===== src/rtl/assoc_pkg.sv =====
// Shared operation and FSM-state encodings for the associative key/data table.
package assoc_pkg;

  typedef enum logic [1:0] {
    OP_READ   = 2'd0,
    OP_WRITE  = 2'd1,
    OP_DELETE = 2'd2,
    OP_CLEAR  = 2'd3
  } assoc_op_e;

  typedef enum logic {
    ST_IDLE     = 1'b0,
    ST_CLEARING = 1'b1
  } state_e;

endpackage


===== src/rtl/assoc_match.sv =====
// Parallel key comparator over all valid entries plus a lowest-free-slot priority encoder.
module assoc_match #(
  parameter int KEY_W = 32,
  parameter int DEPTH = 16,
  localparam int IDX_W = $clog2(DEPTH)
) (
  input  logic [KEY_W-1:0]             key,
  input  logic [DEPTH-1:0][KEY_W-1:0]  keys,
  input  logic [DEPTH-1:0]             valid,
  output logic [DEPTH-1:0]             hit_vec,
  output logic                         hit,
  output logic [IDX_W-1:0]             hit_idx,
  output logic [IDX_W-1:0]             free_idx,
  output logic                         any_free
);

  genvar gi;
  generate
    for (gi = 0; gi < DEPTH; gi++) begin : g_cmp
      assign hit_vec[gi] = valid[gi] && (keys[gi] == key);
    end
  endgenerate

  assign hit      = |hit_vec;
  assign any_free = ~&valid;

  // hit_vec is at most one-hot, so OR-ing the indices yields the hit position.
  always_comb begin
    hit_idx = '0;
    for (int i = 0; i < DEPTH; i++) begin
      if (hit_vec[i]) hit_idx = hit_idx | IDX_W'(i);
    end
  end

  // Scan high to low so the lowest free index is the last one assigned.
  always_comb begin
    free_idx = '0;
    for (int i = DEPTH - 1; i >= 0; i--) begin
      if (!valid[i]) free_idx = IDX_W'(i);
    end
  end

endmodule


===== src/rtl/assoc_table.sv =====
// Fixed-capacity key->data table with valid/ready requests, registered responses
// and a multi-cycle CLEAR sequencer.
module assoc_table
  import assoc_pkg::*;
#(
  parameter int KEY_W  = 32,
  parameter int DATA_W = 32,
  parameter int DEPTH  = 16,
  localparam int IDX_W = $clog2(DEPTH),
  localparam int CNT_W = $clog2(DEPTH + 1)
) (
  input  logic              clk,
  input  logic              rst_n,
  input  logic              req_valid,
  output logic              req_ready,
  input  logic [1:0]        req_op,
  input  logic [KEY_W-1:0]  req_key,
  input  logic [DATA_W-1:0] req_data,
  output logic              rsp_valid,
  output logic              rsp_hit,
  output logic              rsp_err,
  output logic [DATA_W-1:0] rsp_data,
  output logic [CNT_W-1:0]  count,
  output logic              full,
  output logic              empty
);

  logic [DEPTH-1:0][KEY_W-1:0] key_mem;
  logic [DATA_W-1:0]           data_mem [DEPTH];

  logic [DEPTH-1:0] valid_reg, valid_next;
  logic [CNT_W-1:0] count_reg, count_next;
  logic             full_reg, empty_reg;
  state_e           state_reg, state_next;
  logic [IDX_W-1:0] clr_idx_reg, clr_idx_next;

  logic              rsp_valid_reg, rsp_valid_next;
  logic              rsp_hit_reg, rsp_hit_next;
  logic              rsp_err_reg, rsp_err_next;
  logic [DATA_W-1:0] rsp_data_reg;
  logic              rd_sel;

  logic              wr_en;
  logic [IDX_W-1:0]  wr_idx;

  logic [DEPTH-1:0]  hit_vec;
  logic              m_hit;
  logic [IDX_W-1:0]  hit_idx, free_idx;
  logic              any_free;

  logic      accept;
  assoc_op_e op;

  assign req_ready = (state_reg == ST_IDLE);
  assign accept    = req_valid && req_ready;
  assign op        = assoc_op_e'(req_op);

  assoc_match #(.KEY_W(KEY_W), .DEPTH(DEPTH)) u_match (
    .key      (req_key),
    .keys     (key_mem),
    .valid    (valid_reg),
    .hit_vec  (hit_vec),
    .hit      (m_hit),
    .hit_idx  (hit_idx),
    .free_idx (free_idx),
    .any_free (any_free)
  );

  always_comb begin
    state_next     = state_reg;
    clr_idx_next   = clr_idx_reg;
    valid_next     = valid_reg;
    count_next     = count_reg;
    rsp_valid_next = 1'b0;
    rsp_hit_next   = 1'b0;
    rsp_err_next   = 1'b0;
    rd_sel         = 1'b0;
    wr_en          = 1'b0;
    wr_idx         = hit_idx;

    unique case (state_reg)
      ST_IDLE: begin
        if (accept) begin
          unique case (op)
            OP_READ: begin
              rsp_valid_next = 1'b1;
              rsp_hit_next   = m_hit;
              rd_sel         = m_hit;
            end
            OP_WRITE: begin
              rsp_valid_next = 1'b1;
              if (m_hit) begin
                rsp_hit_next = 1'b1;
                wr_en        = 1'b1;
              end else if (any_free) begin
                wr_en                = 1'b1;
                wr_idx               = free_idx;
                valid_next[free_idx] = 1'b1;
                count_next           = count_reg + CNT_W'(1);
              end else begin
                rsp_err_next = 1'b1;
              end
            end
            OP_DELETE: begin
              rsp_valid_next = 1'b1;
              rsp_hit_next   = m_hit;
              valid_next     = valid_reg & ~hit_vec;
              if (m_hit) count_next = count_reg - CNT_W'(1);
            end
            OP_CLEAR: begin
              // Entry 0 is dropped on the accept edge so the whole sweep fits DEPTH cycles.
              valid_next[0] = 1'b0;
              state_next    = ST_CLEARING;
              clr_idx_next  = IDX_W'(1);
            end
            default: ;
          endcase
        end
      end
      ST_CLEARING: begin
        valid_next[clr_idx_reg] = 1'b0;
        if (clr_idx_reg == IDX_W'(DEPTH - 1)) begin
          state_next     = ST_IDLE;
          clr_idx_next   = '0;
          count_next     = '0;
          rsp_valid_next = 1'b1;
        end else begin
          clr_idx_next = clr_idx_reg + IDX_W'(1);
        end
      end
      default: state_next = ST_IDLE;
    endcase
  end

  always_ff @(posedge clk or negedge rst_n) begin
    if (!rst_n) begin
      state_reg     <= ST_IDLE;
      clr_idx_reg   <= '0;
      valid_reg     <= '0;
      count_reg     <= '0;
      full_reg      <= 1'b0;
      empty_reg     <= 1'b1;
      rsp_valid_reg <= 1'b0;
      rsp_hit_reg   <= 1'b0;
      rsp_err_reg   <= 1'b0;
      rsp_data_reg  <= '0;
    end else begin
      state_reg     <= state_next;
      clr_idx_reg   <= clr_idx_next;
      valid_reg     <= valid_next;
      count_reg     <= count_next;
      full_reg      <= (count_next == CNT_W'(DEPTH));
      empty_reg     <= (count_next == '0);
      rsp_valid_reg <= rsp_valid_next;
      rsp_hit_reg   <= rsp_hit_next;
      rsp_err_reg   <= rsp_err_next;
      rsp_data_reg  <= rd_sel ? data_mem[hit_idx] : '0;
    end
  end

  // Entry payload carries no reset; validity alone decides whether it is visible.
  always_ff @(posedge clk) begin
    if (wr_en) begin
      key_mem[wr_idx]  <= req_key;
      data_mem[wr_idx] <= req_data;
    end
  end

  assign rsp_valid = rsp_valid_reg;
  assign rsp_hit   = rsp_hit_reg;
  assign rsp_err   = rsp_err_reg;
  assign rsp_data  = rsp_data_reg;
  assign count     = count_reg;
  assign full      = full_reg;
  assign empty     = empty_reg;

endmodule


===== config.mk =====
export PLATFORM = sky130hd
export DESIGN_NAME = assoc_table
export DESIGN_NICKNAME = d
export VERILOG_FILES = /design/src/rtl/assoc_pkg.sv /design/src/rtl/assoc_match.sv /design/src/rtl/assoc_table.sv
export SDC_FILE = /design/constraint.sdc
export NUM_CORES = 2
export LEC_CHECK = 0
export ABC_AREA = 1
export CAP_MARGIN = 20
export CORE_UTILIZATION = 55
export DETAILED_ROUTE_END_ITERATION = 12
export PLACE_DENSITY = 0.72
export SLEW_MARGIN = 20
export SYNTH_ARGS = -nofsm -noshare
export SYNTH_HDL_FRONTEND = slang
export SYNTH_SLANG_ARGS = --single-unit

===== constraint.sdc =====
create_clock -name clk -period 8.1 [get_ports clk]
set_input_delay 1.62 -clock clk [delete_from_list [all_inputs] [get_ports clk]]
set_output_delay 1.62 -clock clk [all_outputs]
set_load 0.01 [all_outputs]

* Word-level counts from Yosys, hierarchy flattened
Memory sizes are Yosys's and may differ from the RTL's.
Index checks and enable logic that the tools add are counted.
** Cells by class
- $add $sub $neg :: 3
- $lt $le $gt $ge :: 6
- Equality and inequality tests :: 27
- Muxes and demuxes :: 88
- Bitwise gates (word level) :: 6
- Reductions and logical operators :: 29
** Operator list (number)
- 512-bit bitwise mux :: 1
- 32-bit equality test :: 16
- 32-bit demux with 4-bit select :: 1
- 4-bit 2-to-1 mux :: 32
- 32-bit 2-to-1 mux :: 2
- 16-bit 2-to-1 mux :: 3
- 16-bit AND :: 2
- 16-bit inverter :: 2
- 16-bit one-hot mux with 2 select lines :: 1
- 15-bit one-hot mux with 2 select lines :: 1
- 1-bit 2-to-1 mux :: 27
- 5-bit 2-to-1 mux :: 5
- 1-bit logical AND :: 20
- 5-bit one-hot mux with 2 select lines :: 2
- 16-bit OR :: 1
- 16-bit AND reduction :: 1
- 16-bit OR reduction :: 1
- 4-bit by 5-bit < comparator with 1-bit output (second input constant) :: 3
- 4-bit by 1-bit greater-or-equal comparator with 1-bit output (second input constant) :: 3
- 3-bit 2-to-1 mux :: 4
- 1-bit demux with 4-bit select :: 2
- 4-bit one-hot mux with 2 select lines :: 1
- 4-bit AND reduction :: 2
- 3-bit != test (second input constant) :: 2
- 19 further kinds :: 24
** Storage, ports and cells
- Register bits after elaboration :: 575
- Memory bits (writable) :: 512
- Word-level logic and storage cells :: 187
- Memories :: 1
** Memory list
- data_mem :: depth 16, width 32, read ports 1, clocked after memory_dff 0, wr ports 1, RTL line assoc_table.sv:29 : logic [DATA_W-1:0] data_mem [DEPTH];

* Depth between registers and ports, before layout
- Depth after elaboration :: 27
- Mapped depth :: 22
- Depth with buffers taken out :: 21

* Modules after synthesis
Synthesis repeated with hierarchy kept, for this count alone.
** Unflattened totals
- Cells, all modules :: 3833
- Area, all modules :: 45755.1 um^2
** By module, submodules not included
- assoc_table :: instances 1, cells an instance 2377, area each 38333.0 um^2, seq. area each 32327.3 um^2
- assoc_match :: instances 1, cells an instance 1456, area each 7422.1 um^2, seq. area each 0.0 um^2

* Worst setup path after synthesis
No wires, ideal clock.
- Path type :: input to register
- Start point :: input port req_key[15]
- End point :: memory data_mem[10][0], enable pin
- Arrival time :: 6.034 ns
- Required time :: 7.614 ns
- Slack :: 1.580 ns
- Stages on the path :: 18
- Buffers on the path :: 3
- Path through :: buf_4 > buf_8 > xnor2_1 > nand2_1 > nor2_1 > nand2_1 > nor2_1 > nand3_1 > nand2_1 > nor2_2 > nand2_2 > nor2_8 > buf_6 > nand2_1 > nand3_1 > a21oi_1 > nand2_1 > nor2_1
** Between the ends
- Longest elaborated chain between the ends :: 22
** Ends and longest elaborated chain
- from (decl) :: RTL line assoc_table.sv:17 : input logic [KEY_W-1:0] req_key,
- 32-bit equality test :: RTL line assoc_match.sv:20 : assign hit_vec[gi] = valid[gi] && (keys[gi] == key);
- 1-bit logical AND :: RTL line assoc_match.sv:20
- 1-bit 2-to-1 mux :: RTL line assoc_match.sv:31 : if (hit_vec[i]) hit_idx = hit_idx | IDX_W'(i);
- 2-bit 2-to-1 mux (2 in a row) :: RTL line assoc_match.sv:31
- 3-bit 2-to-1 mux (4 in a row) :: RTL line assoc_match.sv:31
- 4-bit 2-to-1 mux (8 in a row) :: RTL line assoc_match.sv:31
- 4-bit 2-to-1 mux :: RTL line assoc_table.sv:95 : end else if (any_free) begin
- 4-bit 2-to-1 mux :: RTL line assoc_table.sv:92 : if (m_hit) begin
- 4-bit 2-to-1 mux :: RTL line assoc_table.sv:84 : unique case (op)
- 4-bit 2-to-1 mux :: RTL line assoc_table.sv:83 : if (accept) begin
- 4-bit 2-to-1 mux :: RTL line assoc_table.sv:81 : unique case (state_reg)
- to (decl) :: RTL line assoc_table.sv:29
Parallel ways exist; a longest one is shown, timed or not.

* Final worst setup path
- Start point :: input port req_key[29]
- End point :: register rsp_data_reg[28], in the netlist rsp_data[28]
** Between the ends
- Longest elaborated chain between the ends :: 19
** Ends and longest elaborated chain
- 32-bit equality test :: RTL line assoc_match.sv:20
- 1-bit logical AND :: RTL line assoc_match.sv:20
- 1-bit 2-to-1 mux :: RTL line assoc_match.sv:31
- 2-bit 2-to-1 mux (2 in a row) :: RTL line assoc_match.sv:31
- 3-bit 2-to-1 mux (4 in a row) :: RTL line assoc_match.sv:31
- 4-bit 2-to-1 mux (8 in a row) :: RTL line assoc_match.sv:31
- memory 16 x 32 bit
- 32-bit 2-to-1 mux (*) :: RTL line assoc_table.sv:157 : rsp_data_reg <= rd_sel ? data_mem[hit_idx] : '0;
- to (signal assigned) :: RTL line assoc_table.sv:157
- to (decl) :: RTL line assoc_table.sv:40 : logic [DATA_W-1:0] rsp_data_reg;
Every way passes the cells marked *; elsewhere a longest branch is shown, timed or not.
A chain may end at the register's enable or synchronous reset.

==> metrics.csv <==
metric,value,unit
outcome,finished clean,
wl_per_cell,20.18,um
die-height,293.7,um
post_cts_buffers,0,
finalClockSkew,37.75,ps
tightestPinTransition,1105,ps
critical_path.max_fanout,134,
setup_viol,0,
die_area,0.08625,sq mm
pin_count,112,
gr-total-overflow,0,
htreeDepth,3,
cap_violations,0,
insertion_delay,680,ps
fmax,169.7,MHz
syn_inst,3806,
area_delta_synth_final,12.04,%
wl,104000,um
initial_core_util,55.74,%
p_total,12.09,mW
synth-compound-area-share,3.920,%
ys_ff_latch,1087,
critPathLaunchType,input port,
postRouteAntennaNets,0,
grt_max_degree,181,
p_per_area,230.6,mW/mm^2
tns,0,ps
post_synth_fa_ha_maj_area_fraction,0.2674,%
timing.final.hold_violations,0,
crit_arrival,6480,ps
antenna_found_initial,2,
fin_crit,5894,ps
via_count,28030,
cts_made_buffers,107,
path_class,in -> reg,
dp_hpwl,58550,um
vias_per_cell,5.437,
synth_simple_gate_area_share,13.32,%
drv_slew,0,
grt_pass1_vias,27320,
drt_iter0_drc,2923,
port_buffers,111,
syn_area_per_cell,12.29,sq um
clock_path_buffers,3,
slew_headroom,26.34,%
final_nets,4011,
cts_resized,0,
fin_crit_sh,72.76,%
root_buffer,clkbuf_16,
synth_xor_area_share,9.041,%
synthMuxAreaShare,0.6631,%
end_kind,flop,
ys_types,44,
syn_nets,3885,
drive_above_1_share,7.610,%
rows,106,
synth_area,0.04679,sq mm
yosysSeqAreaShare,69.09,%
clk_pin_slew_worst_paths,60,ps
critical_path_required,8690,ps
postCtsHoldBufs,0,
rsz0062_at_grt,false,
synth_top_family_by_area,simple AND/OR/NAND/NOR gates,
die_w,293.7,um
gr-usage-all-layers,24.27,%
place.gp.congestion,0.9253,
synth_warnings,0,
drc,0,
p_leak,17.78,nW
ir_worst_vdd,0.1671,mV
drt_pass1_iterations,5,
grt_pass1_wl,159400,um
coreArea,0.08395,sq mm
hold_class,reg -> reg,
cts_tree,built,
clkSinkCount,1087,
## routing by layer
layer	track usage [%]	vias to the layer above	share of wire, %
met4	8.473	0	2.8
met3	3.233	176	6.4
met1	34.52	13730	44
met5	0	-	0
met2	38.67	940	47
li1	-	13190	-
## metrics by stage
stage	hold slack [ps]	std cells	cell area, sq um	utilization (%)	setup slack (ps)
floorplan	556.2	3806	46790	-	1580
detailed placement	607.0	4956	48810	58.14	1519
global placement	598.6	4956	48810	58.14	1558
CTS	614.2	5154	52400	62.42	2149
global route	670.0	5156	52430	62.45	1795
finish	613.7	5156	52430	62.45	2206
## logic make-up (layout without fill, tap and decap cells)
family	after synthesis	after routing
other cells	0	1
buf+inv	281	496
compound gates	355	355
mux	31	31
fa+ha+maj	10	10
xor+xnor	483	483
flops	1087	1087
simple gates	1559	1559
## synth_stat cells, drive strengths merged
cell type	n	area share (%)
or3	1	0.013
edfxtp	1024	66
o21a	1	0.016
buf	139	2.6
or2	3	0.040
nand4	1	0.013
clkbuf	35	0.28
o21ai	270	2.9
nor3	2	0.021
clkinv	3	0.024
xnor2	477	8.9
a211oi	3	0.048
nand3	201	2.2
xor2	6	0.11
nor4	2	0.027
mux2i	31	0.66
o211ai	8	0.14
dfrtp	62	3.3
a21boi	1	0.016
o22ai	1	0.013
a31oi	7	0.094
nand2	654	5.3
ha	10	0.27
o21bai	1	0.016
dfstp	1	0.056
inv	104	0.84
nor2	695	5.7
a21oi	63	0.67
## power breakdown
group | internal (mW) | switching, mW | leakage (nW)
Combinational | 0.282 | 0.485 | 5.97
Clock | 2.91 | 2.11 | 1.76
Sequential | 6.21 | 0.0948 | 10.1
Total | 9.40 | 2.69 | 17.8
## path summary, 6_finish.rpt
path	start	end	slack (ps)	cells after the start
worst max-delay path	req_key[29]	rsp_data[28]	2210	19
worst min-delay path	clr_idx_reg[0]	clr_idx_reg[0]	610	2
worst max register to register	key_mem[498]	rsp_data[28]	3990	17
worst min register to register	clr_idx_reg[0]	clr_idx_reg[0]	610	2
max in group asynchronous	rst_n	rsp_hit	6200	2
min in group asynchronous	rst_n	rsp_data[3]	900	1
## layout make-up
type | count | area, sq um
diodes | 1 | 2.502
clock buffers | 135 | 2883
clock inverters | 63 | 704.4
fillers | 6235 | 31530
inverters | 107 | 412.9
multi-input cells | 2438 | 12860
flip-flops and latches | 1087 | 32330
well taps | 1134 | 1419
repair buffers | 191 | 1822
## critical path, cell delays in order
cell and delay (ps):
clkdlybuf4s50_1 1080, buf_4 360, xnor2_1 100, nand2_1 60
nor2_1 50, nand2_1 100, nor2_1 70, nand3_1 110
nand2_1 110, nor2_4 150, nand2_8 310, inv_6 930
buf_4 550, nor2_1 120, o21ai_1 170, nand2_1 70
a21oi_1 160, nor2_1 60, nor2_1 190
## cells in the final DEF (no fill, tap or decap), drive strengths merged, types with 2 or more instances in the layout
cell	count
a211oi	3
a21oi	63
a31oi	7
buf	81
bufinv	12
clkbuf	135
clkdlybuf4s50	110
clkinv	46
clkinvlp	4
dfrtp	62
edfxtp	1024
ha	10
inv	108
mux2i	31
nand2	654
nand3	201
nor2	695
nor3	2
nor4	2
o211ai	8
o21ai	270
or2	3
xnor2	477
xor2	6
No activity file was read; power rests on OpenSTA's default activity.
